===== src/rtl/counter_host_pkg.sv =====
// Shared definitions for the counter host driver: command opcodes and FSM states.
package counter_host_pkg;

   localparam logic [1:0] OP_LOAD = 2'b00;
   localparam logic [1:0] OP_STEP = 2'b01;
   localparam logic [1:0] OP_READ = 2'b10;
   localparam logic [1:0] OP_NOP  = 2'b11;

   typedef enum logic [2:0] {
      ST_IDLE    = 3'd0,
      ST_LOAD    = 3'd1,
      ST_STEP    = 3'd2,
      ST_RD_WAIT = 3'd3,
      ST_RSP     = 3'd4
   } state_e;

endpackage


===== src/rtl/counter_host.sv =====
// Host-side driver for the loadable up-counter: turns LOAD/STEP/READ commands into
// strobe sequences and checks read-back against a shadow copy of the count.
module counter_host
   import counter_host_pkg::*;
#(
   parameter int unsigned WIDTH    = 8,
   parameter int unsigned READ_LAT = 1
) (
   input  logic             clk,
   input  logic             rst,
   input  logic             cmd_valid,
   output logic             cmd_ready,
   input  logic [1:0]       cmd_op,
   input  logic [WIDTH-1:0] cmd_data,
   output logic             cnt_set,
   output logic             cnt_en,
   output logic             cnt_rd,
   output logic [WIDTH-1:0] cnt_load,
   input  logic [WIDTH-1:0] cnt_q,
   output logic             rsp_valid,
   input  logic             rsp_ready,
   output logic [WIDTH-1:0] rsp_data,
   output logic             rsp_mismatch,
   output logic             err_sticky
);

   localparam int unsigned RD_CNT_W = 3;

   state_e               r_state;
   state_e               w_next;
   logic                 w_accept;
   logic [WIDTH-1:0]     r_step_cnt;
   logic [RD_CNT_W-1:0]  r_rd_cnt;
   logic [WIDTH-1:0]     r_shadow;
   logic                 r_cmd_ready;
   logic                 r_cnt_set;
   logic                 r_cnt_en;
   logic                 r_cnt_rd;
   logic [WIDTH-1:0]     r_cnt_load;
   logic                 r_rsp_valid;
   logic [WIDTH-1:0]     r_rsp_data;
   logic                 r_rsp_mismatch;
   logic                 r_err_sticky;

   // Next-state decode; outputs below are registered from the next state.
   always_comb begin
      w_next   = r_state;
      w_accept = r_cmd_ready & cmd_valid;
      case (r_state)
         ST_IDLE: begin
            if (w_accept) begin
               case (cmd_op)
                  OP_LOAD: w_next = ST_LOAD;
                  OP_STEP: w_next = (cmd_data != '0) ? ST_STEP : ST_IDLE;
                  OP_READ: w_next = ST_RD_WAIT;
                  default: w_next = ST_IDLE;
               endcase
            end
         end
         ST_LOAD:    w_next = ST_IDLE;
         ST_STEP:    if (r_step_cnt == '0) w_next = ST_IDLE;
         ST_RD_WAIT: if (r_rd_cnt == '0) w_next = ST_RSP;
         ST_RSP:     if (rsp_ready) w_next = ST_IDLE;
         default:    w_next = ST_IDLE;
      endcase
   end

   always_ff @(posedge clk or posedge rst) begin
      if (rst) begin
         r_state     <= ST_IDLE;
         r_cmd_ready <= 1'b1;
         r_cnt_set   <= 1'b0;
         r_cnt_en    <= 1'b0;
         r_cnt_rd    <= 1'b0;
         r_cnt_load  <= '0;
         r_rsp_valid <= 1'b0;
      end else begin
         r_state     <= w_next;
         r_cmd_ready <= (w_next == ST_IDLE);
         r_cnt_set   <= (w_next == ST_LOAD);
         r_cnt_load  <= (w_next == ST_LOAD) ? cmd_data : '0;
         r_cnt_en    <= (w_next == ST_STEP);
         // Read window spans READ_LAT+1 cycles; the final RD_WAIT cycle is the compare slot.
         r_cnt_rd    <= (w_next == ST_RD_WAIT) &&
                        ((r_state == ST_IDLE) || (r_rd_cnt > RD_CNT_W'(1)));
         r_rsp_valid <= (w_next == ST_RSP);
      end
   end

   // Step and read-window down-counters, shadow register, capture and compare.
   always_ff @(posedge clk or posedge rst) begin
      if (rst) begin
         r_step_cnt     <= '0;
         r_rd_cnt       <= '0;
         r_shadow       <= '0;
         r_rsp_data     <= '0;
         r_rsp_mismatch <= 1'b0;
         r_err_sticky   <= 1'b0;
      end else begin
         if (w_accept && (cmd_op == OP_STEP)) begin
            r_step_cnt <= cmd_data - WIDTH'(1);
            r_shadow   <= r_shadow + cmd_data;
         end else if ((r_state == ST_STEP) && (r_step_cnt != '0)) begin
            r_step_cnt <= r_step_cnt - WIDTH'(1);
         end

         if (w_accept && (cmd_op == OP_LOAD)) begin
            r_shadow <= cmd_data;
         end

         if (w_accept && (cmd_op == OP_READ)) begin
            r_rd_cnt <= RD_CNT_W'(READ_LAT + 1);
         end else if ((r_state == ST_RD_WAIT) && (r_rd_cnt != '0)) begin
            r_rd_cnt <= r_rd_cnt - RD_CNT_W'(1);
         end

         if ((r_state == ST_RD_WAIT) && (r_rd_cnt == RD_CNT_W'(1))) begin
            r_rsp_data <= cnt_q;
         end

         if ((r_state == ST_RD_WAIT) && (r_rd_cnt == '0)) begin
            r_rsp_mismatch <= (r_rsp_data != r_shadow);
            if (r_rsp_data != r_shadow) begin
               r_err_sticky <= 1'b1;
            end
         end
      end
   end

   assign cmd_ready    = r_cmd_ready;
   assign cnt_set      = r_cnt_set;
   assign cnt_en       = r_cnt_en;
   assign cnt_rd       = r_cnt_rd;
   assign cnt_load     = r_cnt_load;
   assign rsp_valid    = r_rsp_valid;
   assign rsp_data     = r_rsp_data;
   assign rsp_mismatch = r_rsp_mismatch;
   assign err_sticky   = r_err_sticky;

endmodule


===== config.mk =====
export PLATFORM = sky130hd
export DESIGN_NAME = counter_host
export DESIGN_NICKNAME = d
export VERILOG_FILES = /design/src/rtl/counter_host_pkg.sv /design/src/rtl/counter_host.sv
export SDC_FILE = /design/constraint.sdc
export NUM_CORES = 1
export LEC_CHECK = 0
export CAP_MARGIN = 25
export CORE_ASPECT_RATIO = 1.25
export CORE_UTILIZATION = 50
export DETAILED_ROUTE_END_ITERATION = 12
export GPL_TIMING_DRIVEN = 0
export PLACE_DENSITY = 0.81
export SYNTH_ARGS = -nofsm -noshare
export SYNTH_HDL_FRONTEND = slang
export SYNTH_SLANG_ARGS = --single-unit

===== constraint.sdc =====
create_clock -name clk -period 3.2 [get_ports clk]
set_clock_uncertainty 0.2 [all_clocks]
set_input_delay 0.64 -clock clk [delete_from_list [all_inputs] [get_ports clk]]
set_output_delay 0.64 -clock clk [all_outputs]
set_load 0.03 [all_outputs]

# --- Word-level counts from Yosys, hierarchy flattened ---
# Index checks and enable logic that the tools add are counted.
# W data, S select, Z words.
word_totals:
  register_bits: 45
  input_bits: 22
classes:
  addsub: 4
  n_lt_le_gt_ge: 1
  eq_ne: 11
  muxes: 14
  n_bitwise: 1
  reduce_logical: 21
ops:
  columns: ["op", "n"]
  rows:
  - ["$mux W8", 5]
  - ["$mux W3", 6]
  - ["$reduce_bool A8 Y1", 2]
  - ["$sub A8 B1 Y8 const B", 2]
  - ["$eq A3 B2 Y1 const B", 4]
  - ["$pmux W3 S4", 1]
  - ["$logic_not A3 Y1", 3]
  - ["$add A8 B8 Y8", 1]
  - ["$logic_and A1 B1 Y1", 8]
  - ["$logic_not A8 Y1", 1]
  - ["$ne A8 B8 Y1", 1]
  - ["$eq A3 B1 Y1 const B", 2]
  - ["$eq A3 B3 Y1 const B", 2]
  - ["$pmux W2 S3", 1]
  - ["$reduce_bool A2 Y1", 3]
  - ["$gt A3 B1 Y1 const B", 1]
  - ["$reduce_bool A3 Y1", 1]
  - ["$sub A3 B1 Y3 const B", 1]
  - ["$eq A2 B1 Y1 const B", 1]
  - ["$eq A2 B2 Y1 const B", 1]
  - ["$logic_not A2 Y1", 1]
  - ["$mux W2", 1]
  - ["$reduce_and A2 Y1", 1]
  - ["$and A1 B1 Y1", 1]
  - ["$logic_or A1 B1 Y1", 1]

# --- Logic depth before layout (Yosys ltp) ---
# Gate-level depths: netlist of the first run.
depth:
  ltp_word: 7
  depth_mapped: 10
  depth_no_buf: 9

# --- Worst setup path before layout of the first run ---
# No wires, ideal clock.
synth_path:
  path_type: "reg2reg"
  start: "reg r_cmd_ready, in the netlist cmd_ready"
  end: "reg r_step_cnt[4]"
  t_arrival_ns: 2.427
  required_ns: 2.863
  setup_slack_ns: 0.436
  stages_incl_launch_ff: 11
  n_path_buf: 1
  synth_period_minus_slack_ns: 2.764
  cell_sequence: "dfstp_2 > nand2_1 > nor2_1 > nand2_1 > clkbuf_1 > a21oi_1 > ha_1 > nand2_1 > nor3_1 > xnor2_1 > a21oi_1"
synth_via:
  elab_chain_cells: 3
synth_lines:
  columns: ["element", "line_no", "rtl"]
  rows:
  - ["from (decl)", "counter_host.sv:35", "logic r_cmd_ready;"]
  - ["from (signal assigned)", "counter_host.sv:79", "r_cmd_ready <= (w_next == ST_IDLE);"]
  - ["$and A1 B1 Y1 (*)", "counter_host.sv:48", "w_accept = r_cmd_ready & cmd_valid;"]
  - ["$logic_and A1 B1 Y1 (*)", "counter_host.sv:100", "if (w_accept && (cmd_op == OP_STEP)) begin"]
  - ["$mux W8 or $reduce_bool A2 Y1 (tied branches)", null, null]
  - ["to (signal assigned)", "counter_host.sv:101", "r_step_cnt <= cmd_data - WIDTH'(1);"]
  - ["to (signal assigned)", "counter_host.sv:104", "r_step_cnt <= r_step_cnt - WIDTH'(1);"]
  - ["to (decl)", "counter_host.sv:32", "logic [WIDTH-1:0] r_step_cnt;"]
# Mark *: on every way between the ends. The rest lies on a longest branch, timed or not.
# A chain may end at the register's enable or synchronous reset.

# --- Worst setup path in the final report of the first run ---
layout_path:
  start: "in cmd_data[2]"
  end: "reg r_cnt_load[5], in the netlist cnt_load[5]"
layout_via:
  elab_chain_cells: 7
layout_lines:
  columns: ["element", "line_no", "rtl"]
  rows:
  - ["from (decl)", "counter_host.sv:14", "input logic [WIDTH-1:0] cmd_data,"]
  - ["$reduce_bool A8 Y1", "counter_host.sv:54", "OP_STEP: w_next = (cmd_data != '0) ? ST_STEP : ST_IDLE;"]
  - ["$mux W2", "counter_host.sv:54", null]
  - ["$pmux W2 S3", "counter_host.sv:52", "case (cmd_op)"]
  - ["$mux W3", "counter_host.sv:51", "if (w_accept) begin"]
  - ["$pmux W3 S4", "counter_host.sv:49", "case (r_state)"]
  - ["via w_next[1]", "counter_host.sv:30", "state_e w_next;"]
  - ["$eq A3 B1 Y1", "counter_host.sv:81", "r_cnt_load <= (w_next == ST_LOAD) ? cmd_data : '0;"]
  - ["$mux W8", "counter_host.sv:81", null]
  - ["to (signal assigned)", "counter_host.sv:81", null]
  - ["to (decl)", "counter_host.sv:39", "logic [WIDTH-1:0] r_cnt_load;"]
# The timed path passes the listed nets, and every way through them passes these cells.

==> metrics, run 1 <==
Final Instance Area 3160 µm²; clk sinks 45; clock power share 0.158; CP Capture Type flop; max frequency 324 MHz; Fin Setup TNS 0 ns; hold crit path type reg -> reg; fin util 0.663; antenna cells 0; Rows 28; Hold Violations, Final 0; Core Box Area 4760 µm²; Seq/Total Area, Yosys 0.451; sw frac 0.401; First-pass DRT Iterations 4; Post-synth EDFFs 0; clk buf depth 2; drt first-iter violations 81; first-pass GRT wire length 9050 µm; total gr overflow 0; Post-DP Area 3030 µm²; Die W 65.3 µm; CTS tree built; Critical Path Source Type primary input; Critical Path AT 3.12 ns; final WL 5090 µm; Crit Path Max Fanout 9; vias in the first global route 1974; clock-pin transition on the worst setup and hold timing paths around 0.08 ns; GRT Resource Usage Total 0.225; routed wire length per instance 14.3 µm; syn_area_per_cell between 10 and 15 µm²; # nets final 329; max_cap viols 0; Yosys top cell by area dfrtp_1; drt drc 0; power share of the sequential group 0.352; pwr dens around 890 nW/µm²; Pleak 1.36 nW; Routed Antenna Nets 0; Vias/cell 5.37; GP Congestion 0.874; most frequent cells in the layout dfrtp_1, clkdlybuf4s50_1, nor2_1; cts bufs inserted 5; IO Pins 45; yosys warns 0; initial core utilization 0.525; Internal 1.68 mW; DPL Wire Length a little under 4000 µm; layout cells sized above 1 0.0642; Slew HR 0.587; Async S/R FF share, synth 1.00; Primary FF master, synth dfrtp_1; clk root buf clkbuf_8; VDD IR max 0.000517 V; top cell type's share of synthesized area 0.440; I/O Buffers 43; H-tree Lvls 2; Cells after Synth 243; via count roughly 1900; Syn Nets 277; # setup viols final 0; chip height 81.1 µm; leading post-synthesis cells by cell area dfrtp_1, ha_1, xor2_1; Period minus WS final 3.08 ns; Unique masters post-synth 48; commonest non-fill, non-tap cell in the layout dfrtp_1; Worst EP required between 3 and 4 ns; Psw 1.13 mW; initial antenna violation count 0; cell area after synthesis 2500 µm²; flops & latches, synth 45; Final period util 0.964; largest net degree at the start of global routing 31; RSZ-0062 raised after global routing false; max-slew violation total from the final report 0; CP Class in -> reg; clock network latency to the later pin of the worst-skew pair 0.30 ns; status completed; Combinational Power Share 0.490; Die ar. 5290 µm²; Area Growth Syn to Fin 26.3%; Worst-Margin Slew a little over 0.6 ns
## cells by family after synthesis
kind of cell / after synthesis / synth area share
and+or+nand+nor: 80 / 0.167
muxes: 19 / 0.0810
DFF: 45 / 0.451
AOI/OAI and AO/OA: 48 / 0.127
buffers and inverters: 14 / 0.0240
xor gates and xnor gates: 25 / 0.0875
adders and majority gates: 12 / 0.0630
## layout make-up
type                            count  area (µm²)
Fill cell                         417        1610
Clock inverter                      1        30.0
Timing Repair Buffer               45         458
Sequential cell                    45        1130
Tap cell                           60        75.1
Multi-Input combinational cell    184        1320
Clock buffer                        7        86.3
Buffer                              6        31.3
Inverter                            8        30.0
## state kept, by name (all words and copies together), names as in the netlist
name and flops:
rsp_data 8, rsp_valid 1, cnt_load 8, r_state 3
cnt_en 1, cnt_rd 1, rsp_mismatch 1, r_rd_cnt 3
err_sticky 1, r_step_cnt 8, r_shadow 8, cnt_set 1
cmd_ready 1
## cell usage after synthesis, drive strengths merged, types with 2 or more instances
cell type	number
dfrtp	44
nor2	26
a21oi	21
nand2	17
xor2	13
xnor2	12
ha	11
mux2	10
mux2i	9
and2	8
inv	8
o21ai	8
nand3	5
nor4	5
clkbuf	4
nor3	4
a21o	3
nor2b	3
o31ai	3
and3	2
buf	2
nand2b	2
nand3b	2
o21bai	2
or4	2
## worst max-delay path, cell delays in order
cell	delay, ns
clkdlybuf4s50_1	0.57
or4_1	0.61
or4_4	0.47
o311ai_4	0.29
nand3_4	0.14
nor2b_4	0.13
buf_6	0.13
and2_1	0.13
## layer usage
metal | track usage | share of wire
met1 | 0.270 | 0.42
met2 | 0.410 | 0.54
met3 | 0.0337 | 0.024
met4 | 0.0717 | 0.014
met5 | 0 | 0
## stage by stage
stage | instances | worst slack (ns) | power, mW | hold slack [ns]
after global placement | 346 | -0.541 | 2.33 | 0.252
after global routing | 356 | 0.0509 | 3.04 | 0.305
after detailed placement | 347 | -0.593 | 2.38 | 0.253
final | 356 | 0.117 | 2.81 | 0.267
after floorplan | 243 | 0.436 | 1.96 | 0.259
after CTS | 355 | 0.0823 | 2.83 | 0.273
## final timing paths
path | start | endpoint | slack, ns | depth (start not counted)
setup / recovery | cmd_data[2] | cnt_load[5]$_DFF_PP0_ | 0.12 | 8
hold / removal | err_sticky$_DFFE_PP0P_ | err_sticky$_DFFE_PP0P_ | 0.27 | 1
setup reg to reg | cmd_ready$_DFF_PP1_ | r_step_cnt[4]$_DFFE_PP0P_ | 0.54 | 10
hold reg to reg | err_sticky$_DFFE_PP0P_ | err_sticky$_DFFE_PP0P_ | 0.27 | 1
max in group asynchronous | rst | cnt_load[3]$_DFF_PP0_ | 1.90 | 3
min in group asynchronous | rst | err_sticky$_DFFE_PP0P_ | 0.41 | 2
## power by group through the flow
stage                     logic (mW)  clock network [mW]  registers (mW)
after CTS                       1.38               0.456           0.994
after detailed placement        1.37                   0            1.01
after global placement          1.34                   0           0.994
after floorplan                0.798                   0            1.16
after global routing            1.53               0.476            1.03
final                           1.38               0.444           0.990
## repair_timing
| item | CTS | global route |
|---|---|---|
| pin swaps | 0 | 1 |
| hold buffers | 0 | 0 |
| buffers inserted | 0 | 1 |
| gates resized for setup | 2 | 2 |
| endpoints found under the setup margin | 3 | 2 |
| hold endpoints to repair | 0 | 0 |
(Power assumes the default switching activity.)
==> inputs of run 2 (changes only) <==
Settings changed: SETUP_SLACK_MARGIN set to 0.02.
==> results of run 2 <==
Final layout, timing and power as in run 1 (identical DEF).
